`src/rtl/nubus_arb_ctrl_pkg.sv`:
```
// rtl/nubus_arb_ctrl_pkg.sv - shared types and constants for the NuBus arbitration controller
package nubus_arb_ctrl_pkg;

  // Controller states: released, contesting, granted-awaiting-start, owning a tenure
  typedef enum logic [1:0] {
    ST_IDLE  = 2'd0,
    ST_ARB   = 2'd1,
    ST_GRANT = 2'd2,
    ST_OWN   = 2'd3
  } arb_state_t;

  localparam int DEF_ID_W   = 4;
  localparam int DEF_SETTLE = 2;

  // Open-collector driver control levels
  localparam logic DRIVE   = 1'b0;
  localparam logic RELEASE = 1'b1;

  // Settle counter width; it saturates at SETTLE so it never needs to wrap
  function automatic int cnt_width(input int settle);
    return (settle < 1) ? 1 : $clog2(settle + 1);
  endfunction

endpackage

```
`src/rtl/nubus_arb_ctrl_if.sv`:
```
// rtl/nubus_arb_ctrl_if.sv - bus-side and master-side signal bundle for the arbitration controller
interface nubus_arb_ctrl_if
  import nubus_arb_ctrl_pkg::*;
#(
  parameter int ID_W = DEF_ID_W
);

  logic [ID_W-1:0] idn;
  logic [ID_W-1:0] arbn;
  logic [ID_W-1:0] arbon;
  logic            rqstn;
  logic            rqston;
  logic            startn;
  logic            ackn;
  logic            req_i;
  logic            lock_i;
  logic            tx_start_i;
  logic            tx_done_i;
  logic            grant_o;
  logic            busy_o;

  // Controller side
  modport slave (
    input  idn, arbn, rqstn, startn, ackn,
    input  req_i, lock_i, tx_start_i, tx_done_i,
    output arbon, rqston, grant_o, busy_o
  );

  // Environment side: card master plus the sensed bus lines
  modport master (
    output idn, arbn, rqstn, startn, ackn,
    output req_i, lock_i, tx_start_i, tx_done_i,
    input  arbon, rqston, grant_o, busy_o
  );

endinterface

```
`src/rtl/nubus_arb_contest.sv`:
```
// rtl/nubus_arb_contest.sv - combinational ARB* contest logic generalised to ID_W bits
module nubus_arb_contest
  import nubus_arb_ctrl_pkg::*;
#(
  parameter int ID_W = DEF_ID_W
) (
  input  logic [ID_W-1:0] idn,
  input  logic [ID_W-1:0] arbn,
  input  logic            en,
  output logic [ID_W-1:0] arbon,
  output logic            win
);

  // A bit is lost when our ID bit is 0 (idn=1) but someone pulls that ARB* line low
  logic [ID_W-1:0] lose;
  logic [ID_W:0]   lost_at_or_above;

  assign lose = idn & ~arbn;

  // Prefix-OR from the MSB down: lost_at_or_above[k] = any lost bit j >= k
  always_comb begin
    lost_at_or_above       = '0;
    lost_at_or_above[ID_W] = 1'b0;
    for (int k = ID_W - 1; k >= 0; k--) begin
      lost_at_or_above[k] = lost_at_or_above[k+1] | lose[k];
    end
  end

  // Drive only our asserted ID bits, and back off below the highest lost bit
  always_comb begin
    arbon = {ID_W{RELEASE}};
    for (int k = 0; k < ID_W; k++) begin
      if (en && !idn[k] && !lost_at_or_above[k+1]) begin
        arbon[k] = DRIVE;
      end
    end
    win = en & ~lost_at_or_above[0];
  end

endmodule

```
`src/rtl/nubus_arb_ctrl.sv`:
```
// rtl/nubus_arb_ctrl.sv - clocked NuBus master-arbitration controller (FSM, settle, busy, fairness, lock)
module nubus_arb_ctrl
  import nubus_arb_ctrl_pkg::*;
#(
  parameter int ID_W   = DEF_ID_W,
  parameter int SETTLE = DEF_SETTLE,
  parameter bit FAIR   = 1'b1
) (
  input logic           nub_clkn,
  input logic           nub_resetn,
  nubus_arb_ctrl_if.slave bus
);

  localparam int              CNT_W   = cnt_width(SETTLE);
  localparam logic [CNT_W-1:0] CNT_MAX = CNT_W'(SETTLE);

  arb_state_t       state, state_nx;
  logic [CNT_W-1:0] cnt, cnt_nx;
  logic             fair_blk, fair_nx;
  logic             busy_q;
  logic             grant_q;
  logic             contest_en;
  logic             rqst_drive;
  logic             win;
  logic [ID_W-1:0]  contest_arbon;

  nubus_arb_contest #(.ID_W(ID_W)) u_contest (
    .idn   (bus.idn),
    .arbn  (bus.arbn),
    .en    (contest_en),
    .arbon (contest_arbon),
    .win   (win)
  );

  // Next state, settle counter, fairness latch and driver enables
  always_comb begin
    state_nx   = state;
    cnt_nx     = cnt;
    fair_nx    = fair_blk;
    contest_en = 1'b0;
    rqst_drive = 1'b0;
    case (state)
      ST_IDLE: begin
        if (bus.rqstn) begin
          fair_nx = 1'b0;
        end
        if (bus.req_i && !(FAIR && fair_blk)) begin
          state_nx = ST_ARB;
          cnt_nx   = '0;
        end
      end
      ST_ARB: begin
        contest_en = 1'b1;
        rqst_drive = 1'b1;
        if (!bus.req_i) begin
          state_nx = ST_IDLE;
        end else if (!bus.startn) begin
          // Someone else started a tenure; settle again for the next one
          cnt_nx = '0;
        end else if (cnt == CNT_MAX) begin
          if (win && !busy_q) begin
            state_nx = ST_GRANT;
          end
        end else begin
          cnt_nx = cnt + 1'b1;
        end
      end
      ST_GRANT: begin
        contest_en = 1'b1;
        rqst_drive = 1'b1;
        if (bus.tx_start_i) begin
          state_nx = ST_OWN;
        end else if (!bus.req_i) begin
          state_nx = ST_IDLE;
        end
      end
      ST_OWN: begin
        // A locked sequence keeps ARB*/RQST* asserted so nobody can slip in
        contest_en = bus.lock_i;
        rqst_drive = bus.lock_i;
        if (bus.tx_done_i) begin
          if (bus.lock_i && bus.req_i) begin
            state_nx = ST_GRANT;
          end else begin
            state_nx = ST_IDLE;
            fair_nx  = FAIR;
          end
        end
      end
      default: begin
        state_nx = ST_IDLE;
      end
    endcase
  end

  // State, counter, fairness and registered grant
  always_ff @(posedge nub_clkn or negedge nub_resetn) begin
    if (!nub_resetn) begin
      state    <= ST_IDLE;
      cnt      <= '0;
      fair_blk <= 1'b0;
      grant_q  <= 1'b0;
    end else begin
      state    <= state_nx;
      cnt      <= cnt_nx;
      fair_blk <= fair_nx;
      grant_q  <= (state_nx == ST_GRANT) || (state_nx == ST_OWN);
    end
  end

  // Bus tenure tracker: START* opens, ACK* closes and wins a same-cycle tie
  always_ff @(posedge nub_clkn or negedge nub_resetn) begin
    if (!nub_resetn) begin
      busy_q <= 1'b0;
    end else if (!bus.ackn) begin
      busy_q <= 1'b0;
    end else if (!bus.startn) begin
      busy_q <= 1'b1;
    end
  end

  assign bus.arbon   = contest_arbon;
  assign bus.rqston  = rqst_drive ? DRIVE : RELEASE;
  assign bus.grant_o = grant_q;
  assign bus.busy_o  = busy_q;

endmodule

```
`src/flat_wrapper.sv`:
```
// flat-port wrapper written by rule: the top's interface ports become plain ports
module nubus_arb_ctrl_flat import nubus_arb_ctrl_pkg::*;
#(
  parameter int ID_W   = DEF_ID_W,
  parameter int SETTLE = DEF_SETTLE,
  parameter bit FAIR   = 1'b1
)
  (nub_clkn, nub_resetn, bus_idn, bus_arbn, bus_rqstn, bus_startn, bus_ackn, bus_req_i, bus_lock_i, bus_tx_start_i, bus_tx_done_i, bus_arbon, bus_rqston, bus_grant_o, bus_busy_o);
  nubus_arb_ctrl_if #(.ID_W(ID_W)) bus_i ();
  input logic nub_clkn;
  input logic nub_resetn;
  input wire logic [$bits(bus_i.idn)-1:0] bus_idn;
  input wire logic [$bits(bus_i.arbn)-1:0] bus_arbn;
  input wire logic [$bits(bus_i.rqstn)-1:0] bus_rqstn;
  input wire logic [$bits(bus_i.startn)-1:0] bus_startn;
  input wire logic [$bits(bus_i.ackn)-1:0] bus_ackn;
  input wire logic [$bits(bus_i.req_i)-1:0] bus_req_i;
  input wire logic [$bits(bus_i.lock_i)-1:0] bus_lock_i;
  input wire logic [$bits(bus_i.tx_start_i)-1:0] bus_tx_start_i;
  input wire logic [$bits(bus_i.tx_done_i)-1:0] bus_tx_done_i;
  output wire logic [$bits(bus_i.arbon)-1:0] bus_arbon;
  output wire logic [$bits(bus_i.rqston)-1:0] bus_rqston;
  output wire logic [$bits(bus_i.grant_o)-1:0] bus_grant_o;
  output wire logic [$bits(bus_i.busy_o)-1:0] bus_busy_o;
  assign bus_i.idn = bus_idn;
  assign bus_i.arbn = bus_arbn;
  assign bus_i.rqstn = bus_rqstn;
  assign bus_i.startn = bus_startn;
  assign bus_i.ackn = bus_ackn;
  assign bus_i.req_i = bus_req_i;
  assign bus_i.lock_i = bus_lock_i;
  assign bus_i.tx_start_i = bus_tx_start_i;
  assign bus_i.tx_done_i = bus_tx_done_i;
  assign bus_arbon = bus_i.arbon;
  assign bus_rqston = bus_i.rqston;
  assign bus_grant_o = bus_i.grant_o;
  assign bus_busy_o = bus_i.busy_o;
  nubus_arb_ctrl #(.ID_W(ID_W), .SETTLE(SETTLE), .FAIR(FAIR)) u_core (.nub_clkn(nub_clkn), .nub_resetn(nub_resetn), .bus(bus_i));
endmodule
```
`config.mk`:
```
export PLATFORM = sky130hd
export DESIGN_NAME = nubus_arb_ctrl_flat
export DESIGN_NICKNAME = d
export VERILOG_FILES = /design/src/rtl/nubus_arb_ctrl_pkg.sv /design/src/rtl/nubus_arb_ctrl_if.sv /design/src/rtl/nubus_arb_contest.sv /design/src/rtl/nubus_arb_ctrl.sv /design/src/flat_wrapper.sv
export SDC_FILE = /design/constraint.sdc
export NUM_CORES = 1
export LEC_CHECK = 0
export CAP_MARGIN = 25
export CORE_MARGIN = 5
export CORE_UTILIZATION = 36
export CTS_CLUSTER_DIAMETER = 30
export DETAILED_ROUTE_END_ITERATION = 16
export PLACE_DENSITY_LB_ADDON = 0.3
export SLEW_MARGIN = 20
export SYNTH_ARGS = -nofsm -noshare
export SYNTH_HDL_FRONTEND = slang
export SYNTH_SLANG_ARGS = --single-unit
```
`constraint.sdc`:
```
create_clock -name nub_clkn -period 1.6 [get_ports nub_clkn]
set_input_delay 0.32 -clock nub_clkn [delete_from_list [all_inputs] [get_ports nub_clkn]]
set_output_delay 0.32 -clock nub_clkn [all_outputs]
set_load 0.03 [all_outputs]
```
==> impl_metrics.ini, run 1 <==
[status]
status = complete, but fails checks
violations = negative setup slack

[layout]
fin_nets = 125
final_area_sq_um = 1064
insertedDiodeCount = 0
layout-drive-gt1-share_pct = 39.22
layout_common_cells = clkdlybuf4s50_1, buf_4, buf_6, dfrtp_1, nand2_1
fillers = 121
syn2layout_area_growth_pct = 92.74
mostFrequentLayoutCell = clkdlybuf4s50_1

[clocking]
htreeDepth = 1
clock_latency_ps = 250
clk_pin_slew_ps = 60
cts_made_buffers = 3
clockBufferDepth = 2
cts_tree = built
ctsRootBufferMaster = clkbuf_4
hold_buffers = 0
clock_sinks = 7

[synthesis]
yosysSeqAreaShare_pct = 31.75
yosysTopAreaCell = dfrtp_1
syn_avg_cell_area_sq_um = 9.046
ys.flop_type = dfrtp_1
synthesis.nets = 83
synth_area_sq_um = 551.8
synth_top_family_by_area = compound AO/OA/AOI/OAI gates
ys_warn_count = 0
synth-simple-area-share_pct = 25.62
synth_mux_area_share_pct = 1.814
ys_async_sr_fraction_pct = 100.0
synth.top_cell.area_share_pct = 31.75
synth-compound-area-share_pct = 25.85
synth-xor-area-share_pct = 0
ys_ff_latch = 7
synth_fa_ha_area_share_pct = 11.34
synth_area_leaders = dfrtp_1, ha_1, a2111oi_4
synthDistinctLibCells = 29
synth_enable_flop_cells = 0
synth_cells = 61

[sta]
finalMaxSlewViolations = 0
fin_crit_sh_pct = 131.8
finalSetupViolations = 8
clock.fmax_mhz = 474.2
slew_headroom_pct = 72.81
tightestPinTransition_ps = 404.3
fin_ws_ps = -508.7
rsz0062_at_grt = true
setup_tns_ps = -1973
finalHoldViolations = 0
fin_skew_ps = 6.494
fin_crit_ps = 2109

[detailed_routing]
top_layer_used = met4
drt-initial-drc-count = 7
vias = 612
routed-wl-met3_microns = 93
drt_wl_total_microns = 1730
drtPass1Iterations = 4
wire_per_inst_microns = 14.66
via_per_inst = 5.186
met2_length_microns = 872
ant_nets = 0
drc = 0
met1Wirelength_microns = 751

[worst_setup_path]
crit_arrival_ps = 1790
slowest_stage = dfrtp_1
path_max_fanout = 3
max_stage_delay_ps = 400
crit_required_ps = 1280
reg2regPathDepth = 8
path_cells = inv_2, ha_4, a21oi_4, or2_4, or3_4, buf_6
path_depth = 6
startpoint_type = register
cp_top_family = simple AND/OR/NAND/NOR gates
criticalPathCategory = register to output pin
cp-end-kind = output pin
crit_buf_inv = 2

[power]
vdd_drop_max_mv = 1.176
p_leak_nw = 0.4537
p_per_area_nw_per_um2 = 1691

[flow_run]
drv_cap = 0

[floorplanning]
die-width_microns = 49.15
io_pins = 24
die_h_microns = 49.15
fp-row-count = 14
initial_core_util_pct = 37.50
die_area_sq_um = 2416
coreArea_sq_um = 1471

[hold_path]
worstHoldPathType = input pin to async pin

[global_route]
grt_use_total_pct = 15.28
gr-total-overflow = 0
grt_start_max_net_pins = 9
grt_pass1_vias = 655
antenna_found_initial = 0
grt_pass1_wl_microns = 2925

[placement]
place_hpwl_microns = 1248
place_area_sq_um = 895.9
port_buffers = 23
place.gp.congestion = 0.7750
## layer usage
layer / up-vias / global-route usage, %
li1: 308 / -
met1: 282 / 17.07
met2: 20 / 26.82
met3: 2 / 4.587
met4: 0 / 5.381
met5: - / 0
## power by group
part | leakage (nW) | switching [mW] | internal [mW]
sequential | 0.0908 | 0.0541 | 0.245
clock | 0.0150 | 0.0657 | 0.0952
combinational | 0.348 | 0.652 | 0.687
total | 0.454 | 0.771 | 1.03
## flip-flops by register name, indices dropped and copies added, names as in the netlist
signal,count
u_core.bus.grant_o,1
u_core.state,2
u_core.bus.busy_o,1
u_core.cnt,2
u_core.fair_blk,1
## cell type report
type                    count  area, sq um  area share (%)
inverters                   4        15.01           1.412
flip-flops and latches      7        175.2           16.47
well taps                  16        20.02           1.882
repair buffers             38        361.6           34.00
multi-input cells          49        465.4           43.76
clock buffers               4        26.28           2.471
## worst reg2reg max path, cell delays in order, from the launching register on
cell       delay (ps)
dfrtp_1           400
inv_2              70
ha_4              270
a21oi_4            40
a2111oi_4         240
buf_4             180
buf_6             100
a41o_1            160
a31oi_1            70
## timing repair
item / 4_1_cts / 5_1_grt
resized for setup: 35 / 16
endpoints found under the setup margin: 10 / 12
pin swaps: 5 / 9
buffers inserted: 3 / 2
## cells by family after synthesis
| logic type | Yosys count |
|---|---|
| simple gates | 26 |
| compound gates | 17 |
| flops | 7 |
| buf+inv | 5 |
| fa+ha+maj | 5 |
| mux | 1 |
## stage by stage
stage / power, mW / util (%) / std cells / setup WS (ps) / hold WS (ps)
floorplan: 0.9370 / - / 61 / -210.8 / 24.41
global placement: 1.303 / 60.88 / 111 / -824.8 / 470.0
detailed placement: 1.331 / 60.88 / 111 / -850.1 / 488.4
CTS: 1.666 / 67.69 / 118 / -581.5 / 338.3
global route: 1.938 / 72.28 / 118 / -557.5 / 335.3
finish: 1.799 / 72.28 / 118 / -508.7 / 337.1
## final timing paths
kind,from,end,slack (ps)
min in group nub_clkn,u_core.cnt[1],u_core.cnt[1],500
setup / recovery,u_core.state[1],bus_arbon[2],-510
setup reg to reg,u_core.state[1],u_core.state[0],-60
hold / removal,nub_resetn,u_core.state[0],340
max in group asynchronous,nub_resetn,u_core.cnt[1],1000
hold reg to reg,u_core.cnt[1],u_core.cnt[1],500
## synthesized netlist by cell type (2+ instances only)
| library cell | count |
|---|---|
| a21oi_1 | 3 |
| a31oi_1 | 2 |
| a41oi_1 | 2 |
| and2_1 | 2 |
| dfrtp_1 | 7 |
| ha_1 | 5 |
| inv_1 | 4 |
| nand2_1 | 6 |
| nand2b_1 | 3 |
| nand3_1 | 2 |
| nor2_1 | 3 |
| nor2b_1 | 3 |
| o21ai_0 | 2 |
| or3_1 | 2 |
No activity file was read; power rests on OpenSTA's default activity.
==> run 2: changes to the inputs <==
--- a/config.mk
+++ b/config.mk
@@ -5,6 +5,7 @@
 export SDC_FILE = /design/constraint.sdc
 export NUM_CORES = 1
 export LEC_CHECK = 0
+export ABC_AREA = 0
 export CAP_MARGIN = 25
 export CORE_MARGIN = 5
 export CORE_UTILIZATION = 36
==> constraint.sdc (replaced) <==
create_clock -name nub_clkn -period 1.6 [get_ports nub_clkn]
set_input_delay 0.24 -clock nub_clkn [delete_from_list [all_inputs] [get_ports nub_clkn]]
set_output_delay 0.24 -clock nub_clkn [all_outputs]
set_load 0.03 [all_outputs]
==> run 2 against run 1 <==
The flow still finishes with violations (negative setup slack). Clock power is essentially flat. Critical path depth is the same. Sequential power decreased by 2%. Sequential share of layout area is 1.3 points lower. Die area did not move. Clock skew fell by 3.8 ps. Setup slack improved by 110 ps. Worst hold slack lost 85 ps. Utilization rose by 6.3 points. Fmax rose by 5.4%.
==> impl_metrics.ini, run 2 (same netlist as run 1, synthesis figures left out) <==
[clocking]
htreeDepth = 1
cts_made_buffers = 3
clockBufferDepth = 2
clock_latency_ps = 250
ctsRootBufferMaster = clkbuf_4
clk_pin_slew_ps = 50
cts_tree = built
clock_sinks = 7

[global_route]
grt_pass1_vias = 668
grt_use_total_pct = 15.19
antenna_found_initial = 0
gr-total-overflow = 0
grt_start_max_net_pins = 9
grt_pass1_wl_microns = 2939

[floorplanning]
fp-row-count = 14
die_h_microns = 49.15
coreArea_sq_um = 1471
die_area_sq_um = 2416
die-width_microns = 49.15
io_pins = 24
initial_core_util_pct = 37.50

[sta]
slew_headroom_pct = 73.46
finalSetupViolations = 8
fin_crit_ps = 2000
finalHoldViolations = 0
fin_crit_sh_pct = 125.0
fin_ws_ps = -400.0
finalMaxSlewViolations = 0
tightestPinTransition_ps = 394.6
clock.fmax_mhz = 500.0
setup_tns_ps = -1677
rsz0062_at_grt = true
fin_skew_ps = 2.717

[layout]
reg_top3 = u_core.cnt x2, u_core.state x2
insertedDiodeCount = 0
layout-drive-gt1-share_pct = 46.30
layout_common_cells = clkdlybuf4s50_1, buf_4, buf_6
mostFrequentLayoutCell = clkdlybuf4s50_1
syn2layout_area_growth_pct = 109.5
fin_nets = 131

[power]
p_leak_nw = 0.4668
vdd_drop_max_mv = 1.002
p_per_area_nw_per_um2 = 1810

[detailed_routing]
vias = 662
wire_per_inst_microns = 16.87
via_per_inst = 5.339
drt-initial-drc-count = 7
drc = 0
drtPass1Iterations = 4
drt_wl_total_microns = 2092
ant_nets = 0

[worst_setup_path]
crit_required_ps = 1360
startpoint_type = register
crit_arrival_ps = 1760
criticalPathCategory = register to output pin
cp-end-kind = output pin
path_max_fanout = 3

[hold_path]
worstHoldPathType = input pin to async pin

[placement]
place_hpwl_microns = 1233
place.gp.congestion = 0.7767
pre_cts_ws_ps = -674.1
port_buffers = 23

[status]
status = complete, but fails checks
violations = negative setup slack

[flow_run]
drv_cap = 0
==> run 2: cell types whose count changed in the layout (fill, tap and decap cells not counted), moves of 2 or more <==
cell / previous run / this run
buf_4: 13 / 17
buf_6: 7 / 9
clkdlybuf4s50_1: 16 / 18
dlymetal6s2s_1: 2 / 0
==> run 2: repair_timing <==
item | 4_1_cts | 5_1_grt
pin swaps | 5 | 12
setup endpoints to repair | 9 | 10
gates resized for setup | 40 | 19
hold buffers | 0 | 0
buffers inserted | 7 | 3
cloned | 0 | 0
==> run 2: per-stage QoR <==
step	utilization (%)	total power, mW	hold WS [ps]	cells	area, sq um
6_report	78.57	2.092	252.5	124	1156
3_5_place_dp	60.88	1.329	481.0	111	895.9
3_3_place_gp	60.88	1.304	469.7	111	895.9
4_1_cts	69.98	1.818	257.7	122	1030
5_1_grt	78.57	2.226	277.8	124	1156
2_1_floorplan	-	0.9370	-55.59	61	569.3
==> run 2: power by group <==
group	switching [mW]	internal (mW)	total [mW]
logic	0.775	0.863	1.64
registers	0.0470	0.245	0.292
clock network	0.0672	0.0953	0.162
==> run 2: final timing paths <==
path	from	to	cells past startpoint	slack (ps)
max	u_core.state[0]	bus_arbon[2]	6	-400
min	nub_resetn	u_core.bus.busy_o	1	250
max reg2reg	u_core.state[0]	u_core.state[0]	8	-160
min reg2reg	u_core.cnt[1]	u_core.cnt[1]	2	510
max in group asynchronous	nub_resetn	u_core.fair_blk	1	1100
min in group nub_clkn	u_core.cnt[1]	u_core.cnt[1]	2	510
==> run 2: layout make-up <==
type	instances	area, sq um
clock buffer	4	26.28
fill	89	315.3
inverter	4	15.01
multi-input combinational	49	510.5
sequential	7	175.2
tap	16	20.02
timing repair buffer	44	409.1
==> run 2: worst max-delay path, stage by stage, from the launching register on <==
cell,delay (ps)
dfrtp_1,380
inv_2,70
ha_4,280
a21oi_4,40
or2_4,230
or3_4,360
buf_6,140
==> run 2: per-layer routing <==
metal / part of all wire (%) / track usage (%) / vias up
met5: 0 / 0 / -
met4: 3.3 / 5.381 / 0
met3: 6.0 / 4.587 / 10
met2: 51 / 27.90 / 29
met1: 40 / 15.89 / 304
li1: - / - / 319
==> run 3: changes to the inputs <==
--- a/config.mk
+++ b/config.mk
@@ -12,6 +12,7 @@
 export CTS_CLUSTER_DIAMETER = 30
 export DETAILED_ROUTE_END_ITERATION = 16
 export PLACE_DENSITY_LB_ADDON = 0.3
+export RECOVER_POWER = 100
 export SLEW_MARGIN = 20
 export SYNTH_ARGS = -nofsm -noshare
 export SYNTH_HDL_FRONTEND = slang
==> run 3 against run 2 <==
The flow still finishes with violations (negative setup slack). Final cell count unchanged. Routed wire length is essentially flat. Combinational power about the same. Die area unchanged. Fmax stayed put. Register-to-register slack is essentially flat. First-iteration DRC count stayed put. Critical endpoint unchanged. Largest power group unchanged.
==> impl_metrics.ini, run 3 (same netlist as run 1, synthesis figures left out) <==
[hold_path]
worstHoldPathType = input pin to async pin

[power]
vdd_drop_max_mv = 1.002
p_per_area_nw_per_um2 = 1809
power_mw = 2.092
p_leak_nw = 0.4664

[global_route]
grt_start_max_net_pins = 9
grt_pass1_wl_microns = 2939
gr-total-overflow = 0
grt_pass1_vias = 668
antenna_found_initial = 0
grt_use_total_pct = 15.19

[clocking]
clock_latency_ps = 250
cts_tree = built
cts_made_buffers = 3
clk_pin_slew_ps = 50
clock_sinks = 7
ctsRootBufferMaster = clkbuf_4
hold_buffers = 0
htreeDepth = 1
clockBufferDepth = 2

[worst_setup_path]
startpoint = u_core.state[0]
crit_arrival_ps = 1760
startpoint_type = register
path_max_fanout = 3
criticalPathCategory = register to output pin
reg2regPathDepth = 8
crit_required_ps = 1360
cp-end-kind = output pin
r2r_start = u_core.state[0]

[floorplanning]
die_area_sq_um = 2416
die-width_microns = 49.15
io_pins = 24
fp-row-count = 14
die_h_microns = 49.15
coreArea_sq_um = 1471
initial_core_util_pct = 37.50

[detailed_routing]
wire_per_inst_microns = 16.85
vias = 663
ant_nets = 0
drt-initial-drc-count = 7
drc = 0
drt_wl_total_microns = 2090
drtPass1Iterations = 4
via_per_inst = 5.347

[sta]
fin_crit_sh_pct = 125.0
fin_skew_ps = 2.717
rsz0062_at_grt = true
tightestPinTransition_ps = 394.6
finalHoldViolations = 0
clock.fmax_mhz = 500.0
slew_headroom_pct = 73.46
fin_crit_ps = 2000
finalSetupViolations = 8
finalMaxSlewViolations = 0
hold_slack_ps = 322.8
fin_ws_ps = -400.0
setup_tns_ps = -1677

[layout]
reg_top3 = u_core.cnt x2, u_core.state x2
layout-drive-gt1-share_pct = 46.30
insertedDiodeCount = 0
fin_nets = 131
final_area_sq_um = 1156
layout_common_cells = clkdlybuf4s50_1, buf_4, buf_6
final_cells = 124
syn2layout_area_growth_pct = 109.5

[placement]
place.gp.congestion = 0.7767
place_area_sq_um = 895.9
dp.cells = 111
place_hpwl_microns = 1233
port_buffers = 23

[flow_run]
drv_cap = 0

[status]
violations = negative setup slack
status = complete, but fails checks
-- run 3: final timing paths --
check                                    end  slack [ps]
max                             bus_arbon[2]        -400
min                        u_core.bus.busy_o         320
max reg2reg                  u_core.state[0]        -160
min reg2reg                    u_core.cnt[1]         510
max in group asynchronous    u_core.fair_blk        1030
min in group nub_clkn          u_core.cnt[1]         510
-- run 3: area by class of cell --
type	instances	area, sq um
Multi-Input combinational cell	49	510.5
Timing Repair Buffer	44	409.1
Fill cell	89	315.3
Sequential cell	7	175.2
Clock buffer	4	26.28
Tap cell	16	20.02
Inverter	4	15.01
-- run 3: layer usage --
layer  wire length [microns]  up-vias  GRT usage [%]
met1                     826      304          15.89
met2                    1066       29          27.90
met5                       0        -              0
li1                        -      320              -
met4                      70        0          5.381
met3                     126       10          4.587
-- run 3: repair_timing --
action	CTS	global route
cloned	0	0
pin swaps	5	12
setup buffers	7	3
setup endpoints to repair	9	10
gates resized for setup	40	19
-- run 3: metrics by stage --
| step | setup WS (ps) | util, % |
|---|---|---|
| 2_1_floorplan | -130.8 | - |
| 3_3_place_gp | -664.1 | 60.88 |
| 3_5_place_dp | -674.1 | 60.88 |
| 4_1_cts | -391.6 | 69.98 |
| 5_1_grt | -465.4 | 78.57 |
| 6_report | -400.0 | 78.57 |
-- run 3: power breakdown --
group          internal, mW  switching (mW)  total (mW)
Sequential            0.245          0.0470       0.292
Combinational         0.862           0.775        1.64
Clock                0.0953          0.0672       0.162
Total                  1.20           0.890        2.09
-- run 3: worst max-delay path: stages, from the launching register on --
cell,delay [ps]
dfrtp_1,380
inv_2,70
ha_4,280
a21oi_4,40
or2_4,230
or3_4,360
buf_6,140
==> variant, RTL diff (config.mk and constraints of run 1) <==
`FAIR` is set to 1'b1 in 2 places; all go to 1'b0.
--- a/src/rtl/nubus_arb_ctrl.sv
+++ b/src/rtl/nubus_arb_ctrl.sv
@@ -5,5 +5,5 @@
   parameter int ID_W   = DEF_ID_W,
   parameter int SETTLE = DEF_SETTLE,
-  parameter bit FAIR   = 1'b1
+  parameter bit FAIR   = 1'b0
 ) (
   input logic           nub_clkn,
--- a/src/flat_wrapper.sv
+++ b/src/flat_wrapper.sv
@@ -4,5 +4,5 @@
   parameter int ID_W   = DEF_ID_W,
   parameter int SETTLE = DEF_SETTLE,
-  parameter bit FAIR   = 1'b1
+  parameter bit FAIR   = 1'b0
 )
   (nub_clkn, nub_resetn, bus_idn, bus_arbn, bus_rqstn, bus_startn, bus_ackn, bus_req_i, bus_lock_i, bus_tx_start_i, bus_tx_done_i, bus_arbon, bus_rqston, bus_grant_o, bus_busy_o);
Formal check against the unedited RTL: not equivalent (a bounded check fails within 10 cycles, from zero or initial values and one cycle with nub_resetn low).
==> variant against run 1 <==
The flow still finishes with violations (setup timing). Worst setup slack better by 210 ps. Sequential share of layout area hardly changed. Power is 39% lower. Area after synthesis is 6.3% lower. Clock skew is 5.5 ps lower. First-iteration DRC count is 43% lower. Sequential power is 25% lower. Die area is 5.1% lower. Via count is 7.0% lower. Design area is 14% lower. Wire length is 14% lower. Sequential cell count is 1 lower.
==> variant: results (changes against run 1) <==
[drt]
via_count=569  ; was 612
first_pass_iters=3  ; was 4
drt_first_iter_violations=4  ; was 7

[global_routing]
met3_usage_pct=6.767  ; was 4.587%
grt_pass1_wl_um=2359  ; was 2925 um
grt_pass1_vias=583  ; was 655
grt_max_degree=7  ; was 9
grt_use_met1_pct=14.45  ; was 17.07%
met2_usage_pct=26.91  ; was 26.82%
grt.total_usage_pct=15.37  ; was 15.28%

[logic_synthesis]
synth_area_leaders=dfrtp_1 (29%), ha_1 (12%), buf_6 (4.4%)  ; was dfrtp_1 (32%), ha_1 (11%), a2111oi_4 (5.0%)
yosysUniqueCellTypes=28  ; was 29
ys_seq_area_share_pct=29.06  ; was 31.75%
syn-num-nets=80  ; was 83

[timing]
clock_skew_ps=1.030  ; was 6.494 ps
setup_slack_ps=-300.4  ; was -508.7 ps
max_slew_margin_pct=78.78  ; was 72.81%
setup_viol=7  ; was 8

[status]
violations=setup timing  ; unchanged
run_status=finished, violations left  ; unchanged

[pwr]
cellLeakagePower_nw=0.4448  ; was 0.4537 nW
vdd_drop_max_mv=0.6942  ; was 1.176 mV

[setup_path]
crit_path_start=u_core.state[0]$_DFF_PN0_  ; was u_core.state[1]$_DFF_PN0_
rr_endpoint=u_core.state[1]$_DFF_PN0_  ; was u_core.state[0]$_DFF_PN0_
critical_path.max_fanout=4  ; was 3
arrival_ps=1580  ; was 1790 ps
r2r_setup_slack_ps=-20  ; was -60 ps
rr_worst_depth=7  ; was 8

[placed_design]
io_buffers=22  ; was 23
place_area_um2=805.8  ; was 895.9 um2
place_hpwl_um=1100  ; was 1248 um

[finish]
nNetsFinal=118  ; was 125
drive_above_1_share_pct=38.30  ; was 39.22%
nFillCells=101  ; was 121

==> variant: cell count changes in the layout (fill, tap and decap cells not counted), moves of 2 or more <==
cell     before  now
a41oi_2       2    0
a31oi_1       2    0
and2_1        2    0
nand3_1       0    2
nor2_1        3    0
buf_6         7    4
dfrtp_1       7    5
==> variant: worst max-delay path by stage <==
stage | to | cells past startpoint
floorplan | bus_arbon[0] | 5
global placement | bus_arbon[2] | 5
detailed placement | bus_arbon[2] | 5
CTS | bus_arbon[2] | 6
global route | bus_arbon[2] | 6
finish | bus_arbon[2] | 6
==> variant: timing repair <==
item | 4_1_cts | 5_1_grt
hold endpoints to repair | 0 | 0
resized for setup | 21 | 6
setup endpoints to repair | 8 | 11
pin swaps | 4 | 4
buffers inserted | 5 | 1
hold buffers | 0 | 0
==> variant: area by class of cell <==
cell class / count / area share, %
Clock buffer: 3 / 2.452
Sequential cell: 6 / 16.48
Multi-Input combinational cell: 45 / 41.55
Inverter: 5 / 2.044
Tap cell: 15 / 2.044
Timing Repair Buffer: 35 / 35.42
==> variant: cell families after synthesis <==
kind of cell,count (synthesis),synth area share [%]
AOI/OAI and AO/OA,16,20.82
adders and majority gates,5,12.11
buffers and inverters,7,7.990
DFF,6,29.05
and+or+nand+nor,24,30.03
==> variant: per-stage QoR <==
stage | utilization [%] | instances | setup WS, ps | total power, mW | hold slack, ps
after floorplan | - | 58 | -32.67 | 0.5915 | 24.41
after global placement | 60.41 | 101 | -643.3 | 0.7789 | 504.1
after detailed placement | 60.41 | 101 | -669.5 | 0.7960 | 532.3
after CTS | 67.73 | 109 | -284.9 | 1.073 | 317.6
after global routing | 68.86 | 109 | -395.8 | 1.175 | 318.6
final | 68.86 | 109 | -300.4 | 1.095 | 312.0
==> variant: power breakdown <==
group / switching [mW] / internal (mW) / leakage [nW] / total, mW
registers: 0.0374 / 0.186 / 0.0776 / 0.224
clock network: 0.0611 / 0.0853 / 0.0138 / 0.146
logic: 0.343 / 0.382 / 0.353 / 0.725
==> variant: critical path, stage by stage (launching register included) <==
cell and delay [ps]:
dfrtp_1 400, inv_2 70, ha_4 270, a21oi_4 40
nor3_4 120, or2b_4 280, buf_6 140
==> variant: metal layers <==
metal  wire (um)  up-vias  part of all wire, %
li1            -      281                    -
met1         568      265                   38
met2         753       19                   51
met3         134        4                  9.0
met4          29        0                  2.0
met5           0        -                    0
